[src/rtl/sort_seq_ctrl_pkg.sv]
// Shared types and constants for the sequential odd-even transposition sorter.
package sort_pkg;

    typedef enum logic [1:0] {
        S_IDLE = 2'd0,
        S_SORT = 2'd1,
        S_DONE = 2'd2
    } state_t;

    localparam int unsigned DEF_NUM_VALS = 8;
    localparam int unsigned DEF_WIDTH    = 4;

    // MSB bit position of element i; element 0 sits at the top of the vector.
    function automatic int unsigned elem_idx(input int unsigned i,
                                             input int unsigned n = DEF_NUM_VALS,
                                             input int unsigned w = DEF_WIDTH);
        return n * w - 1 - i * w;
    endfunction

endpackage

[src/rtl/sort_seq_ctrl_if.sv]
// Valid/ready front and back end of the sorter, plus its abort and status lines.
interface sort_seq_ctrl_if
    import sort_pkg::*;
#(
    parameter int unsigned NUM_VALS = DEF_NUM_VALS,
    parameter int unsigned WIDTH    = DEF_WIDTH
);
    logic                      clr;
    logic                      in_valid;
    logic                      in_ready;
    logic [NUM_VALS*WIDTH-1:0] in_data;
    logic                      out_valid;
    logic                      out_ready;
    logic [NUM_VALS*WIDTH-1:0] out_data;
    logic                      busy;

    modport master (
        output clr, in_valid, in_data, out_ready,
        input  in_ready, out_valid, out_data, busy
    );

    modport slave (
        input  clr, in_valid, in_data, out_ready,
        output in_ready, out_valid, out_data, busy
    );
endinterface

[src/rtl/sort_seq_ctrl_cmp_swap.sv]
// Combinational compare-exchange: lo goes to the lower element index, hi to the higher.
module cmp_swap
    import sort_pkg::*;
#(
    parameter int unsigned WIDTH  = DEF_WIDTH,
    parameter bit          ASCEND = 1'b1
) (
    input  logic [WIDTH-1:0] a,
    input  logic [WIDTH-1:0] b,
    output logic [WIDTH-1:0] lo,
    output logic [WIDTH-1:0] hi
);
    logic swap;

    // Strict compare so equal elements never move.
    assign swap = ASCEND ? (a > b) : (a < b);
    assign lo   = swap ? b : a;
    assign hi   = swap ? a : b;
endmodule

[src/rtl/sort_seq_ctrl.sv]
// Clocked sort engine: one odd-even transposition phase per cycle, NUM_VALS phases,
// with valid/ready handshakes on the input and on the registered output.
module sort_seq_ctrl
    import sort_pkg::*;
#(
    parameter int unsigned NUM_VALS = DEF_NUM_VALS,
    parameter int unsigned WIDTH    = DEF_WIDTH,
    parameter bit          ASCEND   = 1'b1
) (
    input  logic            clk,
    input  logic            rst,
    sort_seq_ctrl_if.slave  bus
);
    localparam int unsigned DW = NUM_VALS * WIDTH;
    localparam int unsigned NP = NUM_VALS / 2;
    localparam int unsigned CW = $clog2(NUM_VALS) + 1;

    state_t          state, state_nxt;
    logic [CW-1:0]   cnt, cnt_nxt;
    logic [DW-1:0]   work, work_nxt, phased;

    logic [WIDTH-1:0] cur  [NUM_VALS];
    logic [WIDTH-1:0] nxt  [NUM_VALS];
    logic [WIDTH-1:0] a_v  [NP];
    logic [WIDTH-1:0] b_v  [NP];
    logic [WIDTH-1:0] lo_v [NP];
    logic [WIDTH-1:0] hi_v [NP];

    genvar e, p;

    generate
        for (e = 0; e < NUM_VALS; e++) begin : g_unpack
            assign cur[e] = work[elem_idx(e, NUM_VALS, WIDTH) -: WIDTH];
            assign phased[elem_idx(e, NUM_VALS, WIDTH) -: WIDTH] = nxt[e];
        end

        // Comparator p serves pair (2p,2p+1) on even phases and (2p+1,2p+2) on odd ones.
        for (p = 0; p < NP; p++) begin : g_pair
            if (2 * p + 2 < NUM_VALS) begin : g_shared
                assign a_v[p] = cnt[0] ? cur[2*p+1] : cur[2*p];
                assign b_v[p] = cnt[0] ? cur[2*p+2] : cur[2*p+1];
            end else begin : g_even_only
                assign a_v[p] = cur[2*p];
                assign b_v[p] = cur[2*p+1];
            end

            cmp_swap #(.WIDTH(WIDTH), .ASCEND(ASCEND)) u_cs (
                .a  (a_v[p]),
                .b  (b_v[p]),
                .lo (lo_v[p]),
                .hi (hi_v[p])
            );
        end

        // Route each element from its comparator for the current phase, or pass it through.
        for (e = 0; e < NUM_VALS; e++) begin : g_route
            if (e % 2 == 0) begin : g_even_elem
                if (e + 1 < NUM_VALS && e >= 2) begin : g_both
                    assign nxt[e] = cnt[0] ? hi_v[(e-2)/2] : lo_v[e/2];
                end else if (e + 1 < NUM_VALS) begin : g_even_pair
                    assign nxt[e] = cnt[0] ? cur[e] : lo_v[e/2];
                end else if (e >= 2) begin : g_odd_pair
                    assign nxt[e] = cnt[0] ? hi_v[(e-2)/2] : cur[e];
                end else begin : g_none
                    assign nxt[e] = cur[e];
                end
            end else begin : g_odd_elem
                if (e + 1 < NUM_VALS) begin : g_both
                    assign nxt[e] = cnt[0] ? lo_v[e/2] : hi_v[e/2];
                end else begin : g_even_pair
                    assign nxt[e] = cnt[0] ? cur[e] : hi_v[e/2];
                end
            end
        end
    endgenerate

    always_ff @(posedge clk or posedge rst) begin
        if (rst) begin
            state <= S_IDLE;
            cnt   <= '0;
            work  <= '0;
        end else begin
            state <= state_nxt;
            cnt   <= cnt_nxt;
            work  <= work_nxt;
        end
    end

    always_comb begin
        state_nxt = state;
        cnt_nxt   = cnt;
        work_nxt  = work;
        if (bus.clr) begin
            state_nxt = S_IDLE;
        end else begin
            unique case (state)
                S_IDLE: begin
                    if (bus.in_valid) begin
                        work_nxt  = bus.in_data;
                        cnt_nxt   = '0;
                        state_nxt = S_SORT;
                    end
                end
                S_SORT: begin
                    work_nxt = phased;
                    cnt_nxt  = cnt + 1'b1;
                    if (cnt == CW'(NUM_VALS - 1)) begin
                        state_nxt = S_DONE;
                    end
                end
                S_DONE: begin
                    if (bus.out_ready) begin
                        state_nxt = S_IDLE;
                    end
                end
                default: state_nxt = S_IDLE;
            endcase
        end
    end

    assign bus.in_ready  = (state == S_IDLE);
    assign bus.out_valid = (state == S_DONE);
    assign bus.busy      = (state == S_SORT);
    assign bus.out_data  = work;

endmodule

[src/flat_wrapper.sv]
// flat-port wrapper written by rule: the top's interface ports become plain ports
module sort_seq_ctrl_flat import sort_pkg::*;
#(
    parameter int unsigned NUM_VALS = DEF_NUM_VALS,
    parameter int unsigned WIDTH    = DEF_WIDTH,
    parameter bit          ASCEND   = 1'b1
)
  (clk, rst, bus_clr, bus_in_valid, bus_in_data, bus_out_ready, bus_in_ready, bus_out_valid, bus_out_data, bus_busy);
  sort_seq_ctrl_if #(.NUM_VALS(NUM_VALS), .WIDTH(WIDTH)) bus_i ();
  input  logic clk;
  input  logic rst;
  input wire logic [$bits(bus_i.clr)-1:0] bus_clr;
  input wire logic [$bits(bus_i.in_valid)-1:0] bus_in_valid;
  input wire logic [$bits(bus_i.in_data)-1:0] bus_in_data;
  input wire logic [$bits(bus_i.out_ready)-1:0] bus_out_ready;
  output wire logic [$bits(bus_i.in_ready)-1:0] bus_in_ready;
  output wire logic [$bits(bus_i.out_valid)-1:0] bus_out_valid;
  output wire logic [$bits(bus_i.out_data)-1:0] bus_out_data;
  output wire logic [$bits(bus_i.busy)-1:0] bus_busy;
  assign bus_i.clr = bus_clr;
  assign bus_i.in_valid = bus_in_valid;
  assign bus_i.in_data = bus_in_data;
  assign bus_i.out_ready = bus_out_ready;
  assign bus_in_ready = bus_i.in_ready;
  assign bus_out_valid = bus_i.out_valid;
  assign bus_out_data = bus_i.out_data;
  assign bus_busy = bus_i.busy;
  sort_seq_ctrl #(.NUM_VALS(NUM_VALS), .WIDTH(WIDTH), .ASCEND(ASCEND)) u_core (.clk(clk), .rst(rst), .bus(bus_i));
endmodule
[config.mk]
export PLATFORM = sky130hd
export DESIGN_NAME = sort_seq_ctrl_flat
export DESIGN_NICKNAME = d
export VERILOG_FILES = /design/src/rtl/sort_seq_ctrl_pkg.sv /design/src/rtl/sort_seq_ctrl_if.sv /design/src/rtl/sort_seq_ctrl_cmp_swap.sv /design/src/rtl/sort_seq_ctrl.sv /design/src/flat_wrapper.sv
export SDC_FILE = /design/constraint.sdc
export NUM_CORES = 1
export LEC_CHECK = 0
export CAP_MARGIN = 30
export CORE_UTILIZATION = 45
export CTS_CLUSTER_SIZE = 8
export DETAILED_ROUTE_END_ITERATION = 12
export PLACE_DENSITY_LB_ADDON = 0.05
export SETUP_SLACK_MARGIN = 0.3
export SLEW_MARGIN = 20
export SYNTH_ARGS = -nofsm -noshare
export SYNTH_HDL_FRONTEND = slang
export SYNTH_SLANG_ARGS = --single-unit
[constraint.sdc]
create_clock -name clk -period 2.95 [get_ports clk]
set_input_delay 0.59 -clock clk [delete_from_list [all_inputs] [get_ports clk]]
set_output_delay 0.59 -clock clk [all_outputs]
set_load 0.02 [all_outputs]
## Word level (Yosys, flattened, before mapping)

Index checks and enable logic that the tools add are counted.

| storage, ports and cells | value |
|---|---|
| bits in registers | 38 |
| latch bits | 0 |
| bits in writable memories | 0 |
| memory bits (read-only) | 0 |
| bits of input ports | 37 |
| output and inout bits | 35 |
| word-level logic and storage cells | 60 |
| memories | 0 |

| cells by class | value |
|---|---|
| add/sub/neg operators | 1 |
| $mul | 0 |
| div/mod/pow operators | 0 |
| magnitude comparators | 4 |
| eq/ne operators | 10 |
| shift operators | 0 |
| multiplexer cells | 31 |
| bitwise logic cells | 1 |
| reduce and logical (&&, ||, !) cells | 7 |

Operators by type and width:

| kind | number |
|---|---|
| 4-bit two-way mux | 23 |
| 32-bit one-hot mux with 2 select lines | 1 |
| 32-bit two-way mux | 1 |
| 4-bit greater-than comparator | 4 |
| 2-bit two-way mux | 4 |
| 4-bit one-hot mux with 2 select lines | 1 |
| 4-bit AND reduction | 2 |
| 3-bit inequality test, second input constant | 2 |
| 2-bit one-hot mux with 3 select lines | 1 |
| 3-bit AND reduction | 2 |
| 5-bit AND reduction | 1 |
| 4-bit by 1-bit adder with 4-bit output, second input constant | 1 |
| 4-bit by 3-bit == test with 1-bit output, second input constant | 1 |
| 2-bit inequality test, second input constant | 2 |
| 3-bit by 1-bit inequality test with 1-bit output, second input constant | 1 |
| 3-bit by 2-bit inequality test with 1-bit output, second input constant | 1 |
| 2-bit by 1-bit == test with 1-bit output, second input constant | 1 |
| 2-bit == test, second input constant | 1 |
| 2-bit zero test | 1 |
| 2-bit by 1-bit inequality test with 1-bit output, second input constant | 1 |
| 2-bit nonzero test | 1 |
| 1-bit inverter | 1 |

## Logic depth before layout (Yosys ltp)

| depth | value |
|---|---|
| depth in word-level cells | 5 |
| gate-level depth with buffers | 13 |

## Hierarchy

From an unflattened synthesis, not the netlist that was laid out.

| second synthesis, totals | value |
|---|---|
| cell total of the unflattened synthesis | 344 |
| area, all modules | 3374.5 um2 |

Modules (own cells, without submodules):

| module | instances | cells each | area an instance (um2) |
|---|---|---|---|
| sort_seq_ctrl | 1 | 260 | 2548.7 |
| cmp_swap | 4 | 21 | 206.4 |

## Worst setup path before layout

Ideal clock, no wire load.

| path | value |
|---|---|
| kind | reg-to-reg |
| from | reg u_core.cnt[0] |
| to | reg u_core.work[11], in the netlist u_core.bus.out_data[11] |
| setup time | 126 ps |
| arrival | 2527 ps |
| data required time | 2824 ps |
| path slack | 297 ps |
| cell stages (with the launch flop) | 12 |
| buffers on the path | 4 |
| clock period less this slack | 2653 ps |
| cell sequence | dfrtp_1 -> buf_4 -> buf_4 -> buf_2 -> mux2i_1 -> inv_1 -> ha_1 -> a21o_1 -> o21a_1 -> buf_6 -> a32o_1 -> a221o_1 |

| on the way | value |
|---|---|
| cells in the longest elaborated chain, start to end | 5 |
| elaborated cells between the ends (all ways) | 7 |

Ends and longest elaborated chain:

| item | line | source |
|---|---|---|
| start: declaration | sort_seq_ctrl.sv:19 | `logic [CW-1:0] cnt, cnt_nxt;` |
| start signal: assignment | sort_seq_ctrl.sv:84 | `cnt <= cnt_nxt;` |
| 4-bit two-way mux, on equally long branches | sort_seq_ctrl.sv:40, sort_seq_ctrl.sv:41 |  |
| 4-bit greater-than comparator | sort_seq_ctrl_cmp_swap.sv:16 | `assign swap = ASCEND ? (a > b) : (a < b);` |
| 4-bit two-way mux, on equally long branches | sort_seq_ctrl_cmp_swap.sv:18, sort_seq_ctrl_cmp_swap.sv:17 |  |
| 4-bit two-way mux (*) | sort_seq_ctrl.sv:69 | `assign nxt[e] = cnt[0] ? lo_v[e/2] : hi_v[e/2];` |
| 32-bit one-hot mux with 2 select lines (*) | sort_seq_ctrl.sv:96 | `unique case (state)` |
| end signal: assignment | sort_seq_ctrl.sv:85 | `work <= work_nxt;` |
| end: declaration | sort_seq_ctrl.sv:20 | `logic [DW-1:0] work, work_nxt, phased;` |

Mark *: on every way between the ends. The rest lies on a longest branch, timed or not.
A chain may end at the register's enable or synchronous reset.

## Final worst setup path

| path | value |
|---|---|
| from | reg u_core.cnt[0] |
| to | reg u_core.work[24], in the netlist u_core.bus.out_data[24] |

The elaborated chain is that of the path after synthesis.

==> results.py <==
metrics = {
    "place": {
        "dpl.hpwl_um": 7410,
        "place_congestion": 0.852,
        "io_buffers": 71,
        "dp_slack_ns": 0.194,
        "dp_cells": 535,
        "place_area_mm2": 0.00418,
    },
    "die": {
        "die_height_um": 87.7,
        "initial_core_util": 0.476,
        "fp-row-count": 30,
        "die_area_mm2": 0.00769,
        "coreArea_mm2": 0.00694,
        "fp.dieW_um": 87.7,
        "ios": 72,
    },
    "timing": {
        "setup_viol": 0,
        "post-route-period-util": 0.888,
        "rsz0062_at_grt": "yes",
        "final_max_slew_viol_count": 0,
        "finalClockSkew_ns": 0.00996,
        "hold_violations": 0,
        "worst_pin_slew_ns": 0.582,
        "fin_crit_ns": 2.62,
        "hold_ws_ns": 0.522,
        "fin_setup_tns_ns": 0,
        "setup_slack_ns": 0.331,
        "relSlewSlack": 0.609,
        "max_freq_ghz": 0.382,
    },
    "global_routing": {
        "grt_antenna_before_repair": 0,
        "grt_pass1_wl_um": 16300,
        "grt_use_total": 0.280,
        "grt-ovfl-total": 0,
        "grt_pass1_vias": 3176,
        "grt_max_degree": 39,
    },
    "synth": {
        "ys.flop_type": "dfrtp_1",
        "yosysTopAreaCellShare": 0.288,
        "synth_cell_types": 52,
        "yosysWarnings": 0,
        "syn_area_mm2": 0.00330,
        "synth_nets": 423,
        "avgSynthCellArea_um2": 8.96,
        "async_reset_ff_frac": 1.00,
        "synth_area_leaders": "dfrtp_1 (29%), mux2i_1 (10%), mux2_2 (6.8%), ha_1 (6.4%), o211ai_1 (5.9%)",
        "yosysMostFrequentCell": "dfrtp_1",
        "synthCells": 369,
        "yosys.area.top_type": "dfrtp_1",
        "synth-seq-area-share": 0.288,
        "synth-edff-count": 0,
        "yosys-top-cells-count": "dfrtp_1 (38), mux2i_1 (34), nand2_1 (28)",
        "ys_seq_elements": 38,
    },
    "route": {
        "ant_nets": 0,
        "post_drt_wl_per_cell_um": 18.9,
        "drt_pass1_iterations": 4,
        "vias": 3386,
        "wl_um": 10600,
        "drtIter0Drc": 143,
        "drc": 0,
        "viasPerCell": 6.05,
    },
    "job": {
        "drv_cap": 0,
    },
    "worst_setup_path": {
        "reg2reg_depth": 9,
        "slowest_delay_ns": 0.41,
        "cp_data_arrival_time_ns": 2.83,
        "crit_slowest_cell": "dfrtp_1",
        "worstPathCellList": "buf_4, buf_4, mux2i_1, ha_1, and2_2, a32oi_4, buf_12, mux2_2, o221ai_1",
        "critPathLaunchType": "flop",
        "cp_common_cell": "buf_4",
        "worstSetupPathType": "reg -> reg",
        "cp_max_fo": 8,
        "required_ns": 3.16,
        "crit_path_end_kind": "flop",
    },
    "clocking": {
        "numCtsBuffers": 5,
        "ctsHoldBuffers": 0,
        "ctsLongestPathBuffers": 2,
        "cts_root_buffer": "clkbuf_8",
        "clock_sinks": 38,
        "clk_latency_ns": 0.31,
        "clk_pin_slew_ns": 0.09,
        "cts_tree": "yes",
        "h-tree-depth": 2,
    },
    "power_and_ir_drop": {
        "intPower_w": 0.00338,
        "power_frac_clock": 0.076,
        "power.switching_w": 0.00280,
        "power_leakage_nw": 2.06,
        "peakVddDrop_v": 0.000960,
        "power.density_cell_area_mw_per_mm2": 1350,
        "combPwrFrac": 0.761,
        "p_seq_frac": 0.164,
        "swShare": 0.454,
    },
    "hold_path": {
        "hold_depth": 2,
        "hp-class": "reg -> reg",
    },
    "final_layout": {
        "final_layout_size_suffix_gt1_frac": 0.209,
        "fin_nets": 517,
        "syn2layout_area_growth_pct": 39.0,
        "nFillCells": 589,
        "fin_area_mm2": 0.00459,
        "finalNonFillerCells": 560,
        "diodes": 0,
    },
    "run_status": {
        "outcome": "finished, final reports clean",
    },
}
final cells by class:
| class | instances | area, µm² | area share |
|---|---|---|---|
| tap | 96 | 120 | 0.0261 |
| clock buffer | 5 | 68.8 | 0.0150 |
| sequential | 38 | 951 | 0.207 |
| multi-input combinational | 286 | 2300 | 0.500 |
| clock inverter | 3 | 40.0 | 0.00871 |
| inverter | 23 | 86.3 | 0.0188 |
| timing repair buffer | 109 | 1030 | 0.225 |
worst paths after layout:
check	start	to	slack [ns]
max reg2reg	u_core.cnt[0]	u_core.bus.out_data[24]	0.33
max in group asynchronous	rst	u_core.bus.out_data[26]	1.86
max	u_core.cnt[0]	u_core.bus.out_data[24]	0.33
min	u_core.bus.out_data[28]	u_core.bus.out_data[28]	0.52
min reg2reg	u_core.bus.out_data[28]	u_core.bus.out_data[28]	0.52
min in group asynchronous	rst	u_core.bus.out_data[1]	0.71
cell usage in the layout, fill, tap and decap left out, drive strengths merged, types with 8 or more instances in the layout:
master         instances
nand2                 28
o21ai                 12
nor2                  18
mux2i                 34
inv                   23
and3                  18
o211ai                26
mux2                  22
buf                   38
clkdlybuf4s50         71
a21o                   8
ha                    17
nor2b                  8
a21oi                 27
dfrtp                 38
cell families (layout without fill, tap and decap cells):
logic type,Yosys count,count (layout),share of synthesized area
DFF,38,38,0.288
AOI/OAI and AO/OA,110,111,0.243
adders and majority gates,17,17,0.0644
buffers and inverters,46,140,0.0640
and+or+nand+nor,102,102,0.161
muxes,56,56,0.180
flip-flops by register name, summed over array words and instances (netlist names):
signal,count
u_core.state,2
u_core.cnt,4
u_core.bus.out_data,32
per-layer routing:
layer,share of wire,vias up,track usage,routed length (µm)
met2,0.46,125,0.464,4920
met4,0.020,0,0.0849,207
li1,-,1573,-,-
met1,0.46,1666,0.384,4870
met5,0,-,0,0
met3,0.057,22,0.0330,600
through the flow:
step                power, W   util
finish               0.00618  0.662
detailed placement   0.00476  0.601
floorplan            0.00371      -
CTS                  0.00553  0.629
global route         0.00657  0.662
global placement     0.00469  0.601
power by group through the flow:
stage	clock network [W]	registers, W	logic (W)
2_1_floorplan	0	0.00117	0.00254
3_3_place_gp	0	0.000992	0.00370
3_5_place_dp	0	0.000995	0.00376
4_1_cts	0.000470	0.000987	0.00407
5_1_grt	0.000487	0.00103	0.00505
6_report	0.000468	0.00101	0.00470
worst max-delay path: cells and delay by family (launching register included):
kind	cells	cell delay, ns
AO/OA/AOI/OAI	2	0.45
buffers and inverters	3	0.45
multiplexers	2	0.71
flip-flops	1	0.41
AND/OR/NAND/NOR	1	0.21
adder cells (fa/ha/maj)	1	0.30
timing repair:
action | CTS | global route
buffers inserted | 7 | 9
cloned | 0 | 1
resized for setup | 6 | 29
pin swaps | 2 | 9
endpoints found under the setup margin | 15 | 25
Note: power is estimated with default switching activity, not from simulation.
==> edit (same flow settings) <==
The 3 states of `state_t` get a one-hot encoding in 3 bits.
--- a/src/rtl/sort_seq_ctrl_pkg.sv
+++ b/src/rtl/sort_seq_ctrl_pkg.sv
@@ -1,10 +1,10 @@
 // Shared types and constants for the sequential odd-even transposition sorter.
 package sort_pkg;
 
-    typedef enum logic [1:0] {
-        S_IDLE = 2'd0,
-        S_SORT = 2'd1,
-        S_DONE = 2'd2
+    typedef enum logic [2:0] {
+        S_IDLE = 3'b001,
+        S_SORT = 3'b010,
+        S_DONE = 3'b100
     } state_t;
 
     localparam int unsigned DEF_NUM_VALS = 8;
Behaviour: same outputs for any inputs over 10 cycles, from zero or initial values and one cycle with rst high; not proved beyond that.
==> edit against the unedited design <==
  * Design area decreased by 12%
  * Sequential cell count increased by 1
  * Critical path type unchanged
  * Core utilization decreased by 3.0 points
  * Count of clock-buffer cells in the layout increased by 3
  * Routed wire length decreased by 18%
  * Synthesized area decreased by 9.1%
  * Setup slack improved by 0.055 ns
  * Critical endpoint is now u_core.bus.out_data[30]
Power is not compared: it rests on default switching activity, and its combinational part moved more than twofold at a synthesized area within 25%.
==> edit: results (changes against the unedited design) <==
status = completed
Syn Nets = 401 (-5.2%)
DR top layer = met4
wire length of the first global-routing pass = 14300 um (-12%)
CP endpoint kind = flop
crit path capture = u_core.bus.out_data[30]
Via Count = 2987 (-12%)
clock buffers = 8 (+3)
largest net degree at the start of global routing = 40 (+2.6%)
Synth area leaders = dfrtp_1 32%, mux2i_1 9.3%, nand2_1 7.1%
GRT Total Usage = 25.0% (-3.0 points)
reg2reg path depth = 8 (-1)
worst clock skew = 0.00540 ns (-0.00456 ns)
Met3 Wirelength = 444 um (-26%)
Tcrit/Tclk final = 86.9% (-1.8 points)
ClkCell Share = 2.48% (+0.11 points)
placed insts = 490 (-8.4%)
buffering overhead = 22.5% (about the same)
met2 wire len = 4010 um (-19%)
Distinct cells, synth = 57 (+9.6%)
min-delay src = u_core.cnt[2]
Seq cells = 39 (+2.6%)
Hold EP = u_core.cnt[2]
register area share after synthesis = 32.5% (+3.8 points)
# nets final = 482 (-6.8%)
footprint of the multi-input gates = 1890 um^2 (-18%)
cells after synthesis = 347 (-6.0%)
Buffers excl. clock = 91 (-17%)
per-cell routed wire length = 17.1 um (-9.6%)
Reg2Reg Setup Slack = 0.39 ns (+0.05 ns)
Synth Area per Inst = 8.66 um^2 (-3.3%)
setup bufs post-CTS = 0 (-7)
DP Area = 3810 um^2 (-8.7%)
TritonRoute pass-1 iters = 5 (+1)
Initial DRC Count = 144 (+0.70%)
GR Util met2 = 40.6% (-5.8 points)
vias in the first global route = 2817 (-11%)
met1 Usage GRT = 35.0% (-3.4 points)
Port Buf Inserts = 71 (unchanged)
WL final = 8660 um (-18%)
Reg area = 978 um^2 (+2.9%)
clock latency on the worst-skew pair = 0.29 ns (-0.02 ns)
GR Layer Usage met3 = 4.06% (+0.76 points)
Post-Route M1 WL = 4140 um (-15%)
top post-synthesis cells by count = 57 x nand2_1, 38 x dfrtp_1, 28 x mux2i_1, 28 x o21ai_0, 27 x a21oi_1
WHS = 0.522 ns (-0.000492 ns)
CP max-delay cell = dfrtp_2
relative slew slack = 64.8% (+3.8 points)
Resize count post-CTS = 1 (-5)
FILL cells = 567 (-3.7%)
DP Wirelength = 6100 um (-18%)
routability cong. = 0.890 (+4.4%)
WS Path Type = reg -> reg
inverters = 14 (-39%)
Worst EP arrival = 2.75 ns (-0.08 ns)
multi-input gates = 277 (-3.1%)
Setup WS pre-CTS = 0.317 ns (+0.123 ns)
critical path's largest stage delay = 0.44 ns (+0.03 ns)
fraction of layout cells with a size suffix above 1 = 13.1% (-7.9 points)
==> edit: changes by cell type after synthesis, sizes merged, moves of 5 or more <==
cell	before	now
o21ai	12	34
mux2i	34	28
a21o	8	3
o211ai	26	13
mux2	22	8
inv	23	14
and2	5	0
nand2	28	57
and3	18	12
nor2b	8	3
a221oi	0	7
==> edit: cell families (layout without fill, tap and decap cells) <==
| family | count (synthesis) | after routing | share of synthesized area [%] |
|---|---|---|---|
| compound gates | 109 | 109 | 24.4 |
| fa+ha+maj | 17 | 17 | 7.08 |
| simple gates | 115 | 115 | 18.4 |
| mux | 36 | 36 | 12.3 |
| buf+inv | 31 | 113 | 5.29 |
| flops | 39 | 39 | 32.5 |
==> edit: report_power, final <==
group | internal (mW) | switching (mW) | total [mW]
sequential | 0.662 | 0.180 | 0.842
combinational | 0.824 | 0.935 | 1.76
clock | 0.214 | 0.199 | 0.412
total | 1.70 | 1.31 | 3.01
